===== src/rtl/multicycle_ctrl.sv =====
// Multicycle MIPS-subset main controller: one FSM state per clock, Moore outputs
// registered alongside the state; write enables are masked while reset is high.
module multicycle_ctrl (
  input  logic       clk,
  input  logic       reset,
  input  logic [5:0] op,
  input  logic [5:0] funct,
  input  logic       zero,
  output logic       iord,
  output logic       memwrite,
  output logic       irwrite,
  output logic       regdst,
  output logic       memtoreg,
  output logic       regwrite,
  output logic       alusrca,
  output logic [1:0] alusrcb,
  output logic [1:0] pcsrc,
  output logic [2:0] alucontrol,
  output logic       pcen,
  output logic [3:0] state
);

  localparam logic [5:0] OP_RTYPE = 6'b000000;
  localparam logic [5:0] OP_LW    = 6'b100011;
  localparam logic [5:0] OP_SW    = 6'b101011;
  localparam logic [5:0] OP_BEQ   = 6'b000100;
  localparam logic [5:0] OP_ADDI  = 6'b001000;
  localparam logic [5:0] OP_J     = 6'b000010;

  typedef enum logic [3:0] {
    S_FETCH   = 4'd0,
    S_DECODE  = 4'd1,
    S_MEMADR  = 4'd2,
    S_MEMRD   = 4'd3,
    S_MEMWB   = 4'd4,
    S_MEMWR   = 4'd5,
    S_EXECUTE = 4'd6,
    S_ALUWB   = 4'd7,
    S_BRANCH  = 4'd8,
    S_ADDIEX  = 4'd9,
    S_ADDIWB  = 4'd10,
    S_JUMP    = 4'd11
  } state_e;

  state_e     state_q, state_d;
  logic       iord_q, memwrite_q, irwrite_q, regdst_q, memtoreg_q, regwrite_q;
  logic       alusrca_q, pcwrite_q, branch_q;
  logic [1:0] alusrcb_q, pcsrc_q, aluop_q;

  always_comb begin
    state_d = S_FETCH;
    case (state_q)
      S_FETCH:  state_d = S_DECODE;
      S_DECODE: begin
        case (op)
          OP_LW, OP_SW: state_d = S_MEMADR;
          OP_RTYPE:     state_d = S_EXECUTE;
          OP_BEQ:       state_d = S_BRANCH;
          OP_ADDI:      state_d = S_ADDIEX;
          OP_J:         state_d = S_JUMP;
          default:      state_d = S_FETCH;
        endcase
      end
      S_MEMADR:  state_d = (op == OP_LW) ? S_MEMRD : S_MEMWR;
      S_MEMRD:   state_d = S_MEMWB;
      S_EXECUTE: state_d = S_ALUWB;
      S_ADDIEX:  state_d = S_ADDIWB;
      default:   state_d = S_FETCH;
    endcase
  end

  // Output registers are loaded with the decode of the state being entered,
  // so they always line up with state_q without a combinational decode stage.
  always_ff @(posedge clk or posedge reset) begin
    if (reset) begin
      state_q    <= S_FETCH;
      iord_q     <= 1'b0;
      memwrite_q <= 1'b0;
      irwrite_q  <= 1'b1;
      regdst_q   <= 1'b0;
      memtoreg_q <= 1'b0;
      regwrite_q <= 1'b0;
      alusrca_q  <= 1'b0;
      alusrcb_q  <= 2'b01;
      pcsrc_q    <= 2'b00;
      aluop_q    <= 2'b00;
      pcwrite_q  <= 1'b1;
      branch_q   <= 1'b0;
    end else begin
      state_q    <= state_d;
      iord_q     <= 1'b0;
      memwrite_q <= 1'b0;
      irwrite_q  <= 1'b0;
      regdst_q   <= 1'b0;
      memtoreg_q <= 1'b0;
      regwrite_q <= 1'b0;
      alusrca_q  <= 1'b0;
      alusrcb_q  <= 2'b00;
      pcsrc_q    <= 2'b00;
      aluop_q    <= 2'b00;
      pcwrite_q  <= 1'b0;
      branch_q   <= 1'b0;
      case (state_d)
        S_FETCH: begin
          alusrcb_q <= 2'b01;
          irwrite_q <= 1'b1;
          pcwrite_q <= 1'b1;
        end
        S_DECODE:  alusrcb_q <= 2'b11;
        S_MEMADR: begin
          alusrca_q <= 1'b1;
          alusrcb_q <= 2'b10;
        end
        S_MEMRD:   iord_q <= 1'b1;
        S_MEMWB: begin
          memtoreg_q <= 1'b1;
          regwrite_q <= 1'b1;
        end
        S_MEMWR: begin
          iord_q     <= 1'b1;
          memwrite_q <= 1'b1;
        end
        S_EXECUTE: begin
          alusrca_q <= 1'b1;
          aluop_q   <= 2'b10;
        end
        S_ALUWB: begin
          regdst_q   <= 1'b1;
          regwrite_q <= 1'b1;
        end
        S_BRANCH: begin
          alusrca_q <= 1'b1;
          aluop_q   <= 2'b01;
          pcsrc_q   <= 2'b01;
          branch_q  <= 1'b1;
        end
        S_ADDIEX: begin
          alusrca_q <= 1'b1;
          alusrcb_q <= 2'b10;
        end
        S_ADDIWB:  regwrite_q <= 1'b1;
        S_JUMP: begin
          pcsrc_q   <= 2'b10;
          pcwrite_q <= 1'b1;
        end
        default: ;
      endcase
    end
  end

  // funct is decoded live so EXECUTE follows the instruction register directly.
  always_comb begin
    alucontrol = 3'b010;
    case (aluop_q)
      2'b01: alucontrol = 3'b110;
      2'b10: begin
        case (funct)
          6'b100000: alucontrol = 3'b010;
          6'b100010: alucontrol = 3'b110;
          6'b100100: alucontrol = 3'b000;
          6'b100101: alucontrol = 3'b001;
          6'b101010: alucontrol = 3'b111;
          default:   alucontrol = 3'b010;
        endcase
      end
      default: alucontrol = 3'b010;
    endcase
  end

  assign iord     = iord_q;
  assign memwrite = memwrite_q & ~reset;
  assign irwrite  = irwrite_q & ~reset;
  assign regdst   = regdst_q;
  assign memtoreg = memtoreg_q;
  assign regwrite = regwrite_q & ~reset;
  assign alusrca  = alusrca_q;
  assign alusrcb  = alusrcb_q;
  assign pcsrc    = pcsrc_q;
  assign pcen     = (pcwrite_q | (branch_q & zero)) & ~reset;
  assign state    = state_q;

endmodule


===== config.mk =====
export PLATFORM = sky130hd
export DESIGN_NAME = multicycle_ctrl
export DESIGN_NICKNAME = d
export VERILOG_FILES = /design/src/rtl/multicycle_ctrl.sv
export SDC_FILE = /design/constraint.sdc
export NUM_CORES = 1
export LEC_CHECK = 0
export ABC_AREA = 1
export CAP_MARGIN = 10
export CELL_PAD_IN_SITES_DETAIL_PLACEMENT = 1
export CELL_PAD_IN_SITES_GLOBAL_PLACEMENT = 2
export CORE_UTILIZATION = 26
export DETAILED_ROUTE_END_ITERATION = 8
export PLACE_DENSITY = 0.95
export SYNTH_ARGS = -nofsm -noshare
export SYNTH_HDL_FRONTEND = slang
export SYNTH_SLANG_ARGS = --single-unit

===== constraint.sdc =====
create_clock -name clk -period 4.2 [get_ports clk]
set_clock_uncertainty 0.05 [all_clocks]
set_input_delay 0.42 -clock clk [delete_from_list [all_inputs] [get_ports clk]]
set_output_delay 0.42 -clock clk [all_outputs]
set_load 0.02 [all_outputs]

==> summary.txt, run 1 <==
Status: completed
CTS tree: done
Antenna-violating nets left: 0
Crit path arrival time: 1.96 ns
Required time worst endpoint: 3.73 ns
Worst Hold Margin: 0.613 ns
TNS Setup: 0 ns
Core Box Area: 3660 µm²
Final hold vios: 0
Area delta synth->final: 43.0%
Critical path endpoint category: output pin
Synthesized instance count: 131
Postcts setup bufs: 0
Input/output buffers: 33
Hold/Removal Path Class: reg2reg
Pleak: 0.755 nW
Hold-fix buffers, CTS: 0
Die area: 4080 µm²
Period utilisation layout: 57.7%
Die Wd: 63.9 µm
Measured slew at the worst slew-check pin: 0.637 ns
Final slew viol count: 0
Max reg flops: 4
Ys Warns: 0
RSZ-0062 raised after global routing: no
Syn nets: 148
Mapped cell area: 996 µm²
Post-route cell area: 1420 µm²
Global-route wire length before repair: 4.21 mm
CTS root buf: clkbuf_8
Final min period: 2.43 ns
GP Congestion: 0.757
Placed cells: 211
Top Ports: 34
Die height: 63.9 µm
Largest net degree at the start of global routing: 18
Clock Sinks: 17
Clk Latency, worst-skew pair: 0.25 ns
Post-cts gate resize count: 0
Grt total ovfl: 0
Clock transition at path regs: 0.07 ns
Antenna violations before repair: 0
Share of cells above drive strength 1: 18.0%
Cell Pwr Density: 422 nW/µm²
Sequential fraction of the synthesis area: 43.1%
Rows: 22
Util after Layout: 38.9%
Initial Util: 27.2%
CTS Buf Count: 3
H-Tree Depth: 1
Count of final setup violators: 0
Diodes inserted: 0
Worst hold path depth: 2
Worst setup path class: in2out
Fin nets: 185
Routed len/inst: 11.5 µm
Distinct cell type count after synthesis: 22
Vias: 931
Vias per std cell: 4.33
Fmax: 412 MHz
First-pass iteration count of the detailed router: 4
Iter 0 DRT Violations: 7
Crit path launch type: primary input
Vias in the first global route: 996
Gr usage total: 13.8%
Mapped Avg Cell Area: 7.60 µm²
CTS Buffer Depth: 2
DP Area: 1380 µm²
R2R cell count: 10
DR DRC count: 0
Layout Cells excl Fill: 215
Worst-path maximum fanout: 2
Worst slew margin: 57.5%
Max VDD drop: 92.6 µV
Post-synthesis register bit count: 17
Maxcap violations: 0
DPL Wire Length: 2.08 mm
Final wirelength: 2.48 mm
==> layer usage <==
metal / up-vias / routed length [µm] / track usage, % / share of wire, %
met4: 0 / 70 / 9.38 / 2.8
met5: - / 0 / 0 / 0
met2: 30 / 1330 / 27.8 / 54
met1: 434 / 972 / 12.9 / 39
li1: 462 / - / - / -
met3: 5 / 102 / 1.25 / 4.1
==> final cells by class <==
cell class              count  area [µm²]
clock buffers               4        45.0
repair buffers             33         330
flip-flops and latches     17         429
well taps                  48        60.1
fillers                   454        2240
multi-input cells          79         432
inverters                  34         128
==> where the power goes <==
part	internal [mW]	switching [mW]	leakage [nW]	total [mW]
clock	0.0674	0.0549	0.0228	0.122
sequential	0.207	0.0190	0.222	0.226
combinational	0.102	0.152	0.511	0.254
==> path summary, 6_finish.rpt <==
check	start	to	slack (ns)
worst min register to register	state[0]$_DFF_PP0_	memtoreg$_DFF_PP0_	0.61
max in group asynchronous	reset	alusrcb[1]$_DFF_PP0_	3.07
worst min-delay path	state[0]$_DFF_PP0_	memtoreg$_DFF_PP0_	0.61
worst max-delay path	funct[1]	alucontrol[2]	1.77
min in group asynchronous	reset	state[1]$_DFF_PP0_	0.62
worst max register to register	state[3]$_DFF_PP0_	alusrcb[1]$_DFF_PP0_	2.58
==> per-stage QoR <==
step / worst slack [ns] / power [mW]
6_report: 1.77 / 0.602
3_3_place_gp: 1.85 / 0.473
4_1_cts: 1.78 / 0.610
2_1_floorplan: 2.66 / 0.379
3_5_place_dp: 1.78 / 0.485
5_1_grt: 1.68 / 0.643
==> cell usage after synthesis <==
| master | n | area (µm²) |
|---|---|---|
| ha_1 | 2 | 25.0 |
| nand2_2 | 7 | 43.8 |
| nand2_4 | 1 | 11.3 |
| and2_1 | 1 | 6.26 |
| o211ai_1 | 1 | 7.51 |
| dfrtp_1 | 14 | 350 |
| o21ai_0 | 3 | 15.0 |
| a211o_1 | 1 | 8.76 |
| nor2_2 | 5 | 31.3 |
| nor2_1 | 16 | 60.1 |
| nand3_1 | 10 | 50.1 |
| nor2_4 | 3 | 33.8 |
| nand2_1 | 20 | 75.1 |
| buf_4 | 1 | 7.51 |
| dfstp_2 | 3 | 78.8 |
| nand3_2 | 3 | 30.0 |
| o22ai_1 | 1 | 6.26 |
| inv_1 | 29 | 109 |
| inv_2 | 5 | 18.8 |
| nor3_1 | 1 | 5.00 |
| nand4_1 | 2 | 12.5 |
| a21oi_1 | 2 | 10.0 |
==> layout by cell type, fill, tap and decap left out, drive strengths merged <==
cell,instances
inv,34
clkdlybuf4s50,33
nand2,28
nor2,24
dfrtp,14
nand3,13
clkbuf,4
o21ai,3
dfstp,3
nand4,2
a21oi,2
ha,2
nor3,1
o22ai,1
o211ai,1
and2,1
a211o,1
==> worst max-delay path, cell delays in order <==
cell	delay (ns)
clkdlybuf4s50_1	0.46
inv_1	0.06
nor3_1	0.14
nand3_1	0.12
a21oi_1	0.15
clkdlybuf4s50_1	0.61
==> cell families after synthesis <==
family	after synthesis	synth area share, %
and+or+nand+nor	69	36.1
buffers and inverters	35	13.6
DFF	17	43.1
AOI/OAI and AO/OA	8	4.77
adders and majority gates	2	2.51
No activity file was read; power rests on OpenSTA's default activity.
==> run 2, diff against run 1 <==
--- a/config.mk
+++ b/config.mk
@@ -9,9 +9,9 @@
 export CAP_MARGIN = 10
 export CELL_PAD_IN_SITES_DETAIL_PLACEMENT = 1
 export CELL_PAD_IN_SITES_GLOBAL_PLACEMENT = 2
-export CORE_UTILIZATION = 26
+export CORE_UTILIZATION = 24
 export DETAILED_ROUTE_END_ITERATION = 8
-export PLACE_DENSITY = 0.95
+export PLACE_DENSITY = 0.9
 export SYNTH_ARGS = -nofsm -noshare
 export SYNTH_HDL_FRONTEND = slang
 export SYNTH_SLANG_ARGS = --single-unit
==> constraint.sdc (replaced) <==
create_clock -name clk -period 2.29 [get_ports clk]
set_clock_uncertainty 0.05 [all_clocks]
set_input_delay 0.229 -clock clk [delete_from_list [all_inputs] [get_ports clk]]
set_output_delay 0.229 -clock clk [all_outputs]
set_load 0.02 [all_outputs]
==> summary.txt, run 2 (synthesis results as in run 1) <==
TNS Setup: 0 ns
Rows: 23
Clk Latency, worst-skew pair: 0.26 ns
R2R setup slack: 0.68 ns
Final min period: 2.14 ns
Vias per std cell: 4.24
Layout Cells excl Fill: 217
R2R cell count: 10
Global-route wire length before repair: 3.99 mm
Routed len/inst: 11.5 µm
Period utilisation layout: 93.5%
Pre-CTS WS: 0.243 ns
Worst Hold Margin: 0.410 ns
Top Ports: 34
Reg-to-reg endpoint: alusrca$_DFF_PP0_
Final hold vios: 0
Crit path arrival time: 1.86 ns
Diodes inserted: 0
H-Tree Depth: 1
Postcts setup bufs: 0
Core Box Area: 4000 µm²
Fillers: 493
Maxcap violations: 0
Max reg flops: 4
Met1 Use GR: 12.4%
Die area: 4410 µm²
Antenna violations before repair: 0
CTS Buffer Depth: 2
Die Wd: 66.4 µm
Worst slew margin: 59.9%
Worst-path maximum fanout: 4
CTS Buf Count: 3
Status: completed
Final slew viol count: 0
CP max stage delay: 0.62 ns
Routing usage on met2: 23.7%
Placed cells: 213
DR DRC count: 0
Critical path endpoint category: output pin
Grt total ovfl: 0
Fmax: 467 MHz
Input/output buffers: 33
Gr usage total: 12.1%
Antenna-violating nets left: 0
CTS root buf: clkbuf_8
Crit path launch type: flop
First-pass iteration count of the detailed router: 4
Max VDD drop: 195 µV
Final Power: 1.10 mW
Commonest non-fill, non-tap cell in the layout: clkdlybuf4s50_1
Share of cells above drive strength 1: 18.6%
Largest net degree at the start of global routing: 18
Fin worst setup slack: 0.149 ns
GR peak layer: met2
Iter 0 DRT Violations: 12
Die height: 66.4 µm
Clock Sinks: 17
Slowest-stage cell, CP: clkdlybuf4s50_1
Cell Pwr Density: 774 nW/µm²
Hold/Removal Path Class: in2async
GR Layer Usage met3: 2.24%
Worst setup path class: reg2out
Required time worst endpoint: 2.01 ns
GP Congestion: 0.817
RSZ-0062 raised after global routing: no
Initial Util: 24.9%
Vias: 921
Clock transition at path regs: 0.07 ns
Crit path cell chain: inv_1 > ha_1 > nand3_1 > o22ai_1 > clkdlybuf4s50_1
Count of final setup violators: 0
Final wirelength: 2.49 mm
Measured slew at the worst slew-check pin: 0.601 ns
Pleak: 0.758 nW
Commonest non-fill, non-tap cells in the layout: clkdlybuf4s50_1, inv_1, nand2_1, nor2_1, dfrtp_1
Hold-fix buffers, CTS: 0
Area delta synth->final: 43.3%
Fin nets: 185
CTS tree: done
Reg-to-Reg Start: state[3]$_DFF_PP0_
Vias in the first global route: 924
DPL Wire Length: 2.13 mm
Post-cts gate resize count: 0
==> run 2: changes by cell type in the layout (fill, tap and decap cells not counted) <==
cell	delta
clkbuf_1	-1
clkinv_2	+1
==> run 2: how the worst max path moves through the flow <==
stage	startpoint	to	slack, ns	depth (start not counted)
floorplan	state[3]$_DFF_PP0_	alusrca$_DFF_PP0_	0.83	10
global placement	funct[1]	alucontrol[2]	0.32	6
detailed placement	funct[1]	alucontrol[0]	0.24	6
CTS	branch_q$_DFF_PP0_	alucontrol[0]	0.14	5
global route	branch_q$_DFF_PP0_	alucontrol[0]	0.05	5
finish	branch_q$_DFF_PP0_	alucontrol[0]	0.15	5
==> run 2: power breakdown <==
| group | internal (mW) | switching [mW] | leakage, nW |
|---|---|---|---|
| clock network | 0.121 | 0.108 | 0.0255 |
| logic | 0.187 | 0.275 | 0.511 |
| registers | 0.379 | 0.0350 | 0.222 |
| total | 0.687 | 0.418 | 0.758 |
==> run 2: final cells by class <==
cell class	instances	area, µm²	share of cell area (%)
Sequential cell	17	429	30.1
Timing Repair Buffer	33	330	23.1
Clock inverter	1	5.00	0.351
Tap cell	50	62.6	4.38
Clock buffer	3	41.3	2.89
Inverter	34	128	8.94
Multi-Input combinational cell	79	432	30.2
==> run 2: stage by stage <==
step / cell area, µm² / util (%)
floorplan: 996 / -
CTS: 1430 / 35.7
global placement: 1380 / 34.5
detailed placement: 1380 / 34.5
global route: 1430 / 35.7
finish: 1430 / 35.7
==> run 2: routing by layer <==
layer	wire length, µm	up-vias
met5	0	-
met4	38	0
met3	80	4
met2	1360	22
met1	1010	433
li1	-	462
==> run 2: critical path, delay by kind of cell (launching register included) <==
family	cells	cell delay [ns]
buffers and inverters	2	0.70
DFF	1	0.43
adders and majority gates	1	0.20
AOI/OAI and AO/OA	1	0.14
and+or+nand+nor	1	0.12
==> run 3, diff against run 2 <==
--- a/config.mk
+++ b/config.mk
@@ -9,6 +9,7 @@
 export CAP_MARGIN = 10
 export CELL_PAD_IN_SITES_DETAIL_PLACEMENT = 1
 export CELL_PAD_IN_SITES_GLOBAL_PLACEMENT = 2
+export CORE_ASPECT_RATIO = 1.5
 export CORE_UTILIZATION = 24
 export DETAILED_ROUTE_END_ITERATION = 8
 export PLACE_DENSITY = 0.9
==> summary.txt, run 3 (synthesis results as in run 1) <==
Switching part of the total: 37.0%
Final wirelength: 2.49 mm
TNS Setup: 0 ns
Sequential share of power: 37.8%
Period utilisation layout: 93.1%
Pleak: 0.755 nW
Top Ports: 34
Internal power: 0.690 mW
CTS Buffer Depth: 2
Largest net degree at the start of global routing: 18
Commonest non-fill, non-tap cells in the layout: clkdlybuf4s50_1, inv_1, nand2_1, nor2_1, dfrtp_1
Input/output buffers: 33
Multi-input gate area: 432 µm²
Clock power frac: 19.8%
Share of cells above drive strength 1: 18.0%
Required time worst endpoint: 2.01 ns
GP Congestion: 0.749
Final slew viol count: 0
Commonest non-fill, non-tap cell in the layout: clkdlybuf4s50_1
R2R setup slack: 0.70 ns
Maxcap violations: 0
Register area: 429 µm²
Comb power frac: 42.4%
Post-cts gate resize count: 0
CTS tree: done
Count of final setup violators: 0
Vias per std cell: 4.39
Clock transition at path regs: 0.06 ns
R2R cell count: 10
Fillers: 489
Fin nets: 185
Fmax: 469 MHz
Clock Sinks: 17
Max VDD drop: 349 µV
Final min period: 2.13 ns
Crit path launch type: flop
Status: completed
Hold-fix buffers, CTS: 0
Grt total ovfl: 0
Iter 0 DRT Violations: 10
H-Tree Depth: 1
Global-route wire length before repair: 4.00 mm
Worst-path maximum fanout: 4
Cell Pwr Density: 770 nW/µm²
Postcts setup bufs: 0
Hold/Removal Path Class: in2async
Switching power: 0.404 mW
RSZ-0062 raised after global routing: no
Final hold vios: 0
Core Box Area: 3960 µm²
DPL Wire Length: 2.20 mm
Worst setup path class: reg2out
Initial Util: 25.2%
Routed len/inst: 11.7 µm
First-pass iteration count of the detailed router: 4
Crit path arrival time: 1.85 ns
Measured slew at the worst slew-check pin: 0.636 ns
Worst slew margin: 57.5%
Clk Latency, worst-skew pair: 0.25 ns
Area delta synth->final: 42.6%
CTS root buf: clkbuf_8
Critical path endpoint category: output pin
Util after Layout: 35.9%
Gr usage total: 12.8%
Diodes inserted: 0
DR DRC count: 0
Die height: 80.9 µm
Max reg flops: 4
CTS Buf Count: 3
Die Wd: 54.6 µm
Antenna-violating nets left: 0
Vias: 931
Die area: 4420 µm²
Vias in the first global route: 980
Antenna violations before repair: 0
Rows: 28
==> run 3: power by group through the flow <==
stage | clock [mW] | sequential, mW | combinational, mW
4_1_cts | 0.224 | 0.415 | 0.473
6_report | 0.217 | 0.414 | 0.464
3_5_place_dp | 0 | 0.421 | 0.471
2_1_floorplan | 0 | 0.465 | 0.230
5_1_grt | 0.233 | 0.421 | 0.506
3_3_place_gp | 0 | 0.419 | 0.450
==> run 3: per-layer routing <==
layer  global-route usage [%]  vias up  routed length, µm
li1                         -      463                  -
met4                     8.46        0                 73
met2                     26.0       32               1480
met3                    0.562        5                121
met5                        0        -                  0
met1                     10.5      431                808
==> run 3: cell type report <==
| type | count | area share, % |
|---|---|---|
| Inverter | 34 | 8.99 |
| Timing Repair Buffer | 33 | 23.3 |
| Sequential cell | 17 | 30.2 |
| Clock buffer | 4 | 3.17 |
| Tap cell | 45 | 3.96 |
| Multi-Input combinational cell | 79 | 30.4 |
==> run 3: critical path, cell delays in order, from the launching register on <==
cell             delay (ns)
dfrtp_1                0.42
inv_1                  0.07
ha_1                   0.19
nand3_1                0.12
o22ai_1                0.17
clkdlybuf4s50_1        0.64
==> run 3: through the flow <==
stage | hold WS (ns) | power (mW) | area (µm²) | setup WS [ns] | std cells
CTS | 0.474 | 1.11 | 1420 | 0.141 | 212
global route | 0.526 | 1.16 | 1420 | 0.0723 | 212
global placement | 0.592 | 0.869 | 1380 | 0.317 | 208
floorplan | 0.103 | 0.695 | 996 | 0.832 | 131
finish | 0.442 | 1.09 | 1420 | 0.157 | 212
detailed placement | 0.609 | 0.892 | 1380 | 0.217 | 208
==> run 3: path summary, 6_finish.rpt <==
check	startpoint	to
min	reset	state[3]$_DFF_PP0_
max in group asynchronous	reset	state[1]$_DFF_PP0_
max reg2reg	state[3]$_DFF_PP0_	alusrcb[1]$_DFF_PP0_
min in group clk	state[1]$_DFF_PP0_	iord$_DFF_PP0_
min reg2reg	state[1]$_DFF_PP0_	iord$_DFF_PP0_
max	branch_q$_DFF_PP0_	alucontrol[0]
